[config.mk]
export PLATFORM = sky130hd
export DESIGN_NAME = ptt_ctrl144
export DESIGN_NICKNAME = d
export VERILOG_FILES = /design/src/rtl/ptt144_pkg.sv /design/src/rtl/ptt144_debounce.sv /design/src/rtl/ptt_ctrl144.sv
export SDC_FILE = /design/constraint.sdc
export NUM_CORES = 1
export LEC_CHECK = 0
export BUFFER_PORTS_ARGS = -buffer_cell sky130_fd_sc_hd__buf_2
export CAP_MARGIN = 40
export CORE_MARGIN = 2
export CORE_UTILIZATION = 48
export DETAILED_ROUTE_END_ITERATION = 10
export PLACE_DENSITY = 0.72
export SYNTH_ARGS = -nofsm -noshare
export SYNTH_HDL_FRONTEND = slang
export SYNTH_HIERARCHICAL = 1
export SYNTH_SLANG_ARGS = --single-unit
[constraint.sdc]
create_clock -name clk -period 7.3 [get_ports clk]
set_clock_uncertainty 0.05 [all_clocks]
set_input_delay 1.095 -clock clk [delete_from_list [all_inputs] [get_ports clk]]
set_output_delay 1.095 -clock clk [all_outputs]
set_load 0.01 [all_outputs]
[src/rtl/ptt144_pkg.sv]
`default_nettype none
// ---------------------------------------------------------------------------
// ptt144_pkg : state encodings and sense patterns for ptt_ctrl144
// Rev 1.0
// ---------------------------------------------------------------------------
package ptt144_pkg;

  localparam int STATE_W = 6;
  typedef logic [STATE_W-1:0] state_t;

  localparam state_t S_IDLE    = 6'b000001;
  localparam state_t S_WAIT_TX = 6'b000010;
  localparam state_t S_TX      = 6'b000100;
  localparam state_t S_TAIL    = 6'b001000;
  localparam state_t S_WAIT_RX = 6'b010000;
  localparam state_t S_FAULT   = 6'b100000;

  // {lna, a, pa}
  localparam logic [2:0] SENSE_TX = 3'b011;
  localparam logic [2:0] SENSE_RX = 3'b100;

endpackage
`default_nettype wire

[src/rtl/ptt144_debounce.sv]
`default_nettype none
// ---------------------------------------------------------------------------
// ptt144_debounce : 2-FF synchronizer plus stable-count debounce, idles high
// Rev 1.0
// ---------------------------------------------------------------------------
module ptt144_debounce #(
  parameter int CNT_SIZE     = 21,
  parameter int DEBOUNCE_CNT = 3
) (
  input  logic clk,
  input  logic reset_n,
  input  logic din,
  output logic dout
);

  logic                meta;
  logic                sync;
  logic [CNT_SIZE-1:0] cnt;

  localparam logic [CNT_SIZE-1:0] CNT_LAST = CNT_SIZE'(DEBOUNCE_CNT);

  // A new value is adopted on its (DEBOUNCE_CNT+1)-th consecutive cycle;
  // any return to the current output restarts the count.
  always_ff @(posedge clk or negedge reset_n) begin
    if (!reset_n) begin
      meta <= 1'b1;
      sync <= 1'b1;
      cnt  <= '0;
      dout <= 1'b1;
    end else begin
      meta <= din;
      sync <= meta;
      if (sync == dout) begin
        cnt <= '0;
      end else if (cnt == CNT_LAST) begin
        dout <= sync;
        cnt  <= '0;
      end else begin
        cnt <= cnt + 1'b1;
      end
    end
  end

endmodule
`default_nettype wire

[src/rtl/ptt_ctrl144.sv]
`default_nettype none
// ---------------------------------------------------------------------------
// ptt_ctrl144 : 144 MHz PTT debounce and TX-grant sequencing controller.
// Define PTT144_SENSE_EN for closed-loop chain supervision.  Rev 1.0
// ---------------------------------------------------------------------------
module ptt_ctrl144
  import ptt144_pkg::*;
#(
  parameter int CNT_SIZE      = 21,
  parameter int DEBOUNCE_CNT  = 3,
  parameter int SENSE_TIMEOUT = 16,
  parameter int TX_TAIL       = 2
) (
  input  logic clk,
  input  logic reset_n,
  input  logic ptt_in,
`ifdef PTT144_SENSE_EN
  input  logic lna_sense,
  input  logic a_sense,
  input  logic pa_sense,
`endif
  output logic ptt_req,
  output logic tx_enable,
  output logic fault
);

  localparam logic [CNT_SIZE-1:0] TIMEOUT_LD = CNT_SIZE'(SENSE_TIMEOUT);
  localparam logic [CNT_SIZE-1:0] TAIL_LD    = CNT_SIZE'(TX_TAIL);

  logic ptt_db;

  ptt144_debounce #(
    .CNT_SIZE     (CNT_SIZE),
    .DEBOUNCE_CNT (DEBOUNCE_CNT)
  ) u_ptt_debounce (
    .clk     (clk),
    .reset_n (reset_n),
    .din     (ptt_in),
    .dout    (ptt_db)
  );

`ifdef PTT144_SENSE_EN
  logic [2:0] sense_meta;
  logic [2:0] sense_sync;
  logic       sense_tx;
  logic       sense_rx;

  always_ff @(posedge clk or negedge reset_n) begin
    if (!reset_n) begin
      sense_meta <= '0;
      sense_sync <= '0;
    end else begin
      sense_meta <= {lna_sense, a_sense, pa_sense};
      sense_sync <= sense_meta;
    end
  end

  assign sense_tx = (sense_sync == SENSE_TX);
  assign sense_rx = (sense_sync == SENSE_RX);
`endif

  state_t              state;
  state_t              state_nxt;
  logic [CNT_SIZE-1:0] timer;
  logic [CNT_SIZE-1:0] timer_val;
  logic                timer_load;
  logic                timer_zero;

  assign timer_zero = (timer == '0);

  always_ff @(posedge clk or negedge reset_n) begin
    if (!reset_n) begin
      state <= S_IDLE;
    end else begin
      state <= state_nxt;
    end
  end

  // Down-counter saturating at zero; loaded only on the listed transitions.
  always_ff @(posedge clk or negedge reset_n) begin
    if (!reset_n) begin
      timer <= '0;
    end else if (timer_load) begin
      timer <= timer_val;
    end else if (!timer_zero) begin
      timer <= timer - 1'b1;
    end
  end

  always_comb begin
    state_nxt  = state;
    timer_load = 1'b0;
    timer_val  = TIMEOUT_LD;
    case (state)
      S_IDLE: begin
        if (!ptt_db) begin
          state_nxt  = S_WAIT_TX;
          timer_load = 1'b1;
        end
      end
      S_WAIT_TX: begin
`ifdef PTT144_SENSE_EN
        if (sense_tx) begin
          state_nxt = S_TX;
        end else if (ptt_db) begin
          state_nxt  = S_WAIT_RX;
          timer_load = 1'b1;
        end else if (timer_zero) begin
          state_nxt = S_FAULT;
        end
`else
        if (timer_zero) begin
          state_nxt = S_TX;
        end else if (ptt_db) begin
          state_nxt  = S_WAIT_RX;
          timer_load = 1'b1;
        end
`endif
      end
      S_TX: begin
        // Unkey wins over a simultaneous chain deviation.
        if (ptt_db) begin
          state_nxt  = S_TAIL;
          timer_load = 1'b1;
          timer_val  = TAIL_LD;
        end
`ifdef PTT144_SENSE_EN
        else if (!sense_tx) begin
          state_nxt = S_FAULT;
        end
`endif
      end
      S_TAIL: begin
        if (timer_zero) begin
          state_nxt  = S_WAIT_RX;
          timer_load = 1'b1;
        end
      end
      S_WAIT_RX: begin
`ifdef PTT144_SENSE_EN
        if (sense_rx) begin
          state_nxt = S_IDLE;
        end else if (timer_zero) begin
          state_nxt = S_FAULT;
        end
`else
        if (timer_zero) begin
          state_nxt = S_IDLE;
        end
`endif
      end
      S_FAULT: begin
`ifdef PTT144_SENSE_EN
        if (ptt_db && sense_rx) begin
          state_nxt = S_IDLE;
        end
`else
        state_nxt = S_IDLE;
`endif
      end
      default: state_nxt = S_IDLE;
    endcase
  end

  // Outputs decode directly from state flops; illegal vectors read as IDLE.
  always_comb begin
    ptt_req   = 1'b1;
    tx_enable = 1'b0;
    fault     = 1'b0;
    case (state)
      S_WAIT_TX: ptt_req = 1'b0;
      S_TAIL:    ptt_req = 1'b0;
      S_TX: begin
        ptt_req   = 1'b0;
        tx_enable = 1'b1;
      end
`ifdef PTT144_SENSE_EN
      S_FAULT:   fault = 1'b1;
`endif
      default: ;
    endcase
  end

endmodule
`default_nettype wire

==> flow_summary_export.csv <==
group,metric,value,unit
sta,setup_viol,0,
placement,gp_congestion,0.767,
logic_synthesis,yosysSeqAreaShare,0.480,
setup_path,crit_chain,"inv_1, ha_1, or3b_1, or4_1, o32a_1, o21ai_2, o21a_1",
detailed_routing,wl_per_cell,13.4,µm
logic_synthesis,syn_nets,280,
logic_synthesis,synth_ff_type,"dfrtp_1",
detailed_routing,ant_nets,0,
finish,instances_no_fill,349,
logic_synthesis,synth.top_cell.area_share,0.440,
logic_synthesis,ys_async_sr_fraction,1.00,
sta,slew_headroom,0.440,
die,die_w,77.8,µm
placement,io_buffer_count,4,
die,fp.coreArea,5170,µm²
global_routing,grt_overflow,0,
setup_path,crit_required,7.49,ns
sta,tightest_slew,0.839,ns
setup_path,critPathKind,"reg -> reg",
sta,period_share,0.410,
setup_path,startpoint,"timer[0]",
sta,setup_ws,4.30,ns
sta,timing.fmax,334,MHz
clock_network,hold_buffers,0,
clock_network,htree_levels,2,
clock_network,clk_pin_slew_worst_paths,0.09,ns
clock_network,clock_path_buffers,2,
finish,final_area,2770,µm²
setup_path,reg2reg_setup_slack,4.30,ns
min_path,hp-class,"reg -> reg",
setup_path,r2r-start,"timer[0]",
placement,placed_cells,341,
detailed_routing,vias,1899,
setup_path,crit_family,"simple AND/OR/NAND/NOR gates",
die,io_pins,6,
logic_synthesis,synth_edf_count,0,
sta,slew_viol_final,0,
sta,finalSetupTns,0,ns
clock_network,clkLatencyLatePin,0.31,ns
global_routing,antenna_found_initial,0,
finish,layout-drive-gt1-share,0.0968,
setup_path,crit_buf_inv,1,
logic_synthesis,synthTopCellsByArea,"dfrtp_1 44%, nor2_1 7.0%, xor2_1 6.0%, xnor2_1 5.0%, dfstp_2 4.0%",
detailed_routing,drc,0,
run,max-cap-violations,0,
global_routing,grt_pass1_vias,1868,
sta,rsz0062_at_grt,"no",
logic_synthesis,yosysMostFrequentCell,"nor2_1",
power_and_ir_drop,power.density,337,nW/µm²
setup_path,cp-start-kind,"flop",
setup_path,critPathMaxFanout,21,
clock_network,root_buffer,"clkbuf_8",
setup_path,timing.rr.end,"timer[4]",
clock_network,cts_sinks,50,
die,row_count,26,
logic_synthesis,syn-cell-area,2620,µm²
die,die_height,77.8,µm
power_and_ir_drop,p_leak,1.16,nW
setup_path,slowest_stage,"or4_1",
clock_network,cts_resized,0,
detailed_routing,drt_iter0_drc,158,
sta,hold_viol,0,
logic_synthesis,ys_ff_latch,50,
clock_network,postCtsSetupRepairBufs,0,
detailed_routing,drt_pre_antenna_iters,6,
logic_synthesis,yosysWarnings,6,
sta,timing.hold.ws,0.318,ns
finish,utilization,0.536,
logic_synthesis,ys_types,44,
setup_path,worstSetupEndpoint,"timer[4]",
setup_path,critPathArrivalTime,3.19,ns
logic_synthesis,synth_area_per_cell,9.51,µm²
min_path,min_from,"u_ptt_debounce/meta",
logic_synthesis,synth_commonest_cells,"49 x nor2_1, 46 x dfrtp_1, 18 x xor2_1",
detailed_routing,wl,4.68,mm
logic_synthesis,yosysTopAreaCell,"dfrtp_1",
clock_network,numCtsBuffers,5,
die,start_util,0.506,
global_routing,grt_pass1_wl,8.55,mm
placement,place_ws,4.34,ns
logic_synthesis,synth_cells,275,
setup_path,cp_num_cells,7,
detailed_routing,viasPerCell,5.44,
clock_network,cts_tree,"built",
setup_path,cp-end-kind,"flop",
setup_path,critPathMaxStageDelay,0.84,ns
global_routing,grt_max_degree,40,
power_and_ir_drop,total_power,0.935,mW
finish,final_nets,283,
finish,antennaDiodeCount,0,
sta,final.min_clock_period,3.00,ns
die,dieArea,6060,µm²
placement,dp_hpwl,3.30,mm
power_and_ir_drop,vdd_ir_drop_max,0.000158,V
global_routing,gr-usage-all-layers,0.176,
finish,syn_to_final_growth,5.98,%
setup_path,reg2reg_depth,7,
run_status,status,"finished clean",
placement,place_area,2680,µm²
[where the power goes]
part	leakage [nW]	switching [mW]	total (mW)	internal (mW)
logic	0.446	0.224	0.365	0.140
clock network	0.0482	0.0870	0.164	0.0765
registers	0.667	0.0658	0.407	0.341
[per-layer routing]
metal  track usage  wire length (µm)
met5             0                 0
met4        0.0696                61
met3        0.0384               153
met2         0.280              2230
met1         0.233              2230
[cells by family after synthesis]
group,count (synthesis),share of synthesized area
other,1,0.00143
adders and majority gates,2,0.00956
DFF,50,0.480
buffers and inverters,17,0.0368
AOI/OAI and AO/OA,37,0.0861
muxes,2,0.00861
and+or+nand+nor,133,0.267
xor gates and xnor gates,33,0.110
[state kept, by name (all words and copies together), names as in the netlist]
register and count:
timer 21, u_ptt_debounce/cnt 21, state 5, u_ptt_debounce/dout 1, u_ptt_debounce/meta 1, u_ptt_debounce/sync 1
[layout make-up]
cell class / instances / area (µm²)
multi-input cells: 208 / 1260
fillers: 463 / 2400
repair buffers: 6 / 47.5
well taps: 70 / 87.6
clock inverters: 1 / 5.00
clock buffers: 7 / 86.3
inverters: 7 / 26.3
flip-flops and latches: 50 / 1260
[cells in the final DEF (no fill, tap or decap), types with 3 or more instances in the layout]
master / n
nand4_1: 5
dfrtp_1: 46
nand4b_1: 3
nor4_1: 8
buf_2: 4
nor2_1: 49
a21oi_1: 9
dfstp_2: 4
nor3b_1: 3
nand3_1: 9
or3_1: 9
or4_4: 3
xnor2_1: 15
nor3_1: 15
o21ai_0: 16
xor2_1: 18
o211ai_1: 4
inv_1: 7
nand2_1: 15
clkbuf_8: 6
[how the worst min path moves through the flow]
stage / cells past startpoint / to / slack (ns)
after floorplan: 0 / u_ptt_debounce/sync / 0.30
after global placement: 0 / u_ptt_debounce/sync / 0.30
after global routing: 0 / u_ptt_debounce/sync / 0.33
after detailed placement: 0 / u_ptt_debounce/sync / 0.30
final: 0 / u_ptt_debounce/sync / 0.32
after CTS: 0 / u_ptt_debounce/sync / 0.32
No activity file was read; power rests on OpenSTA's default activity.
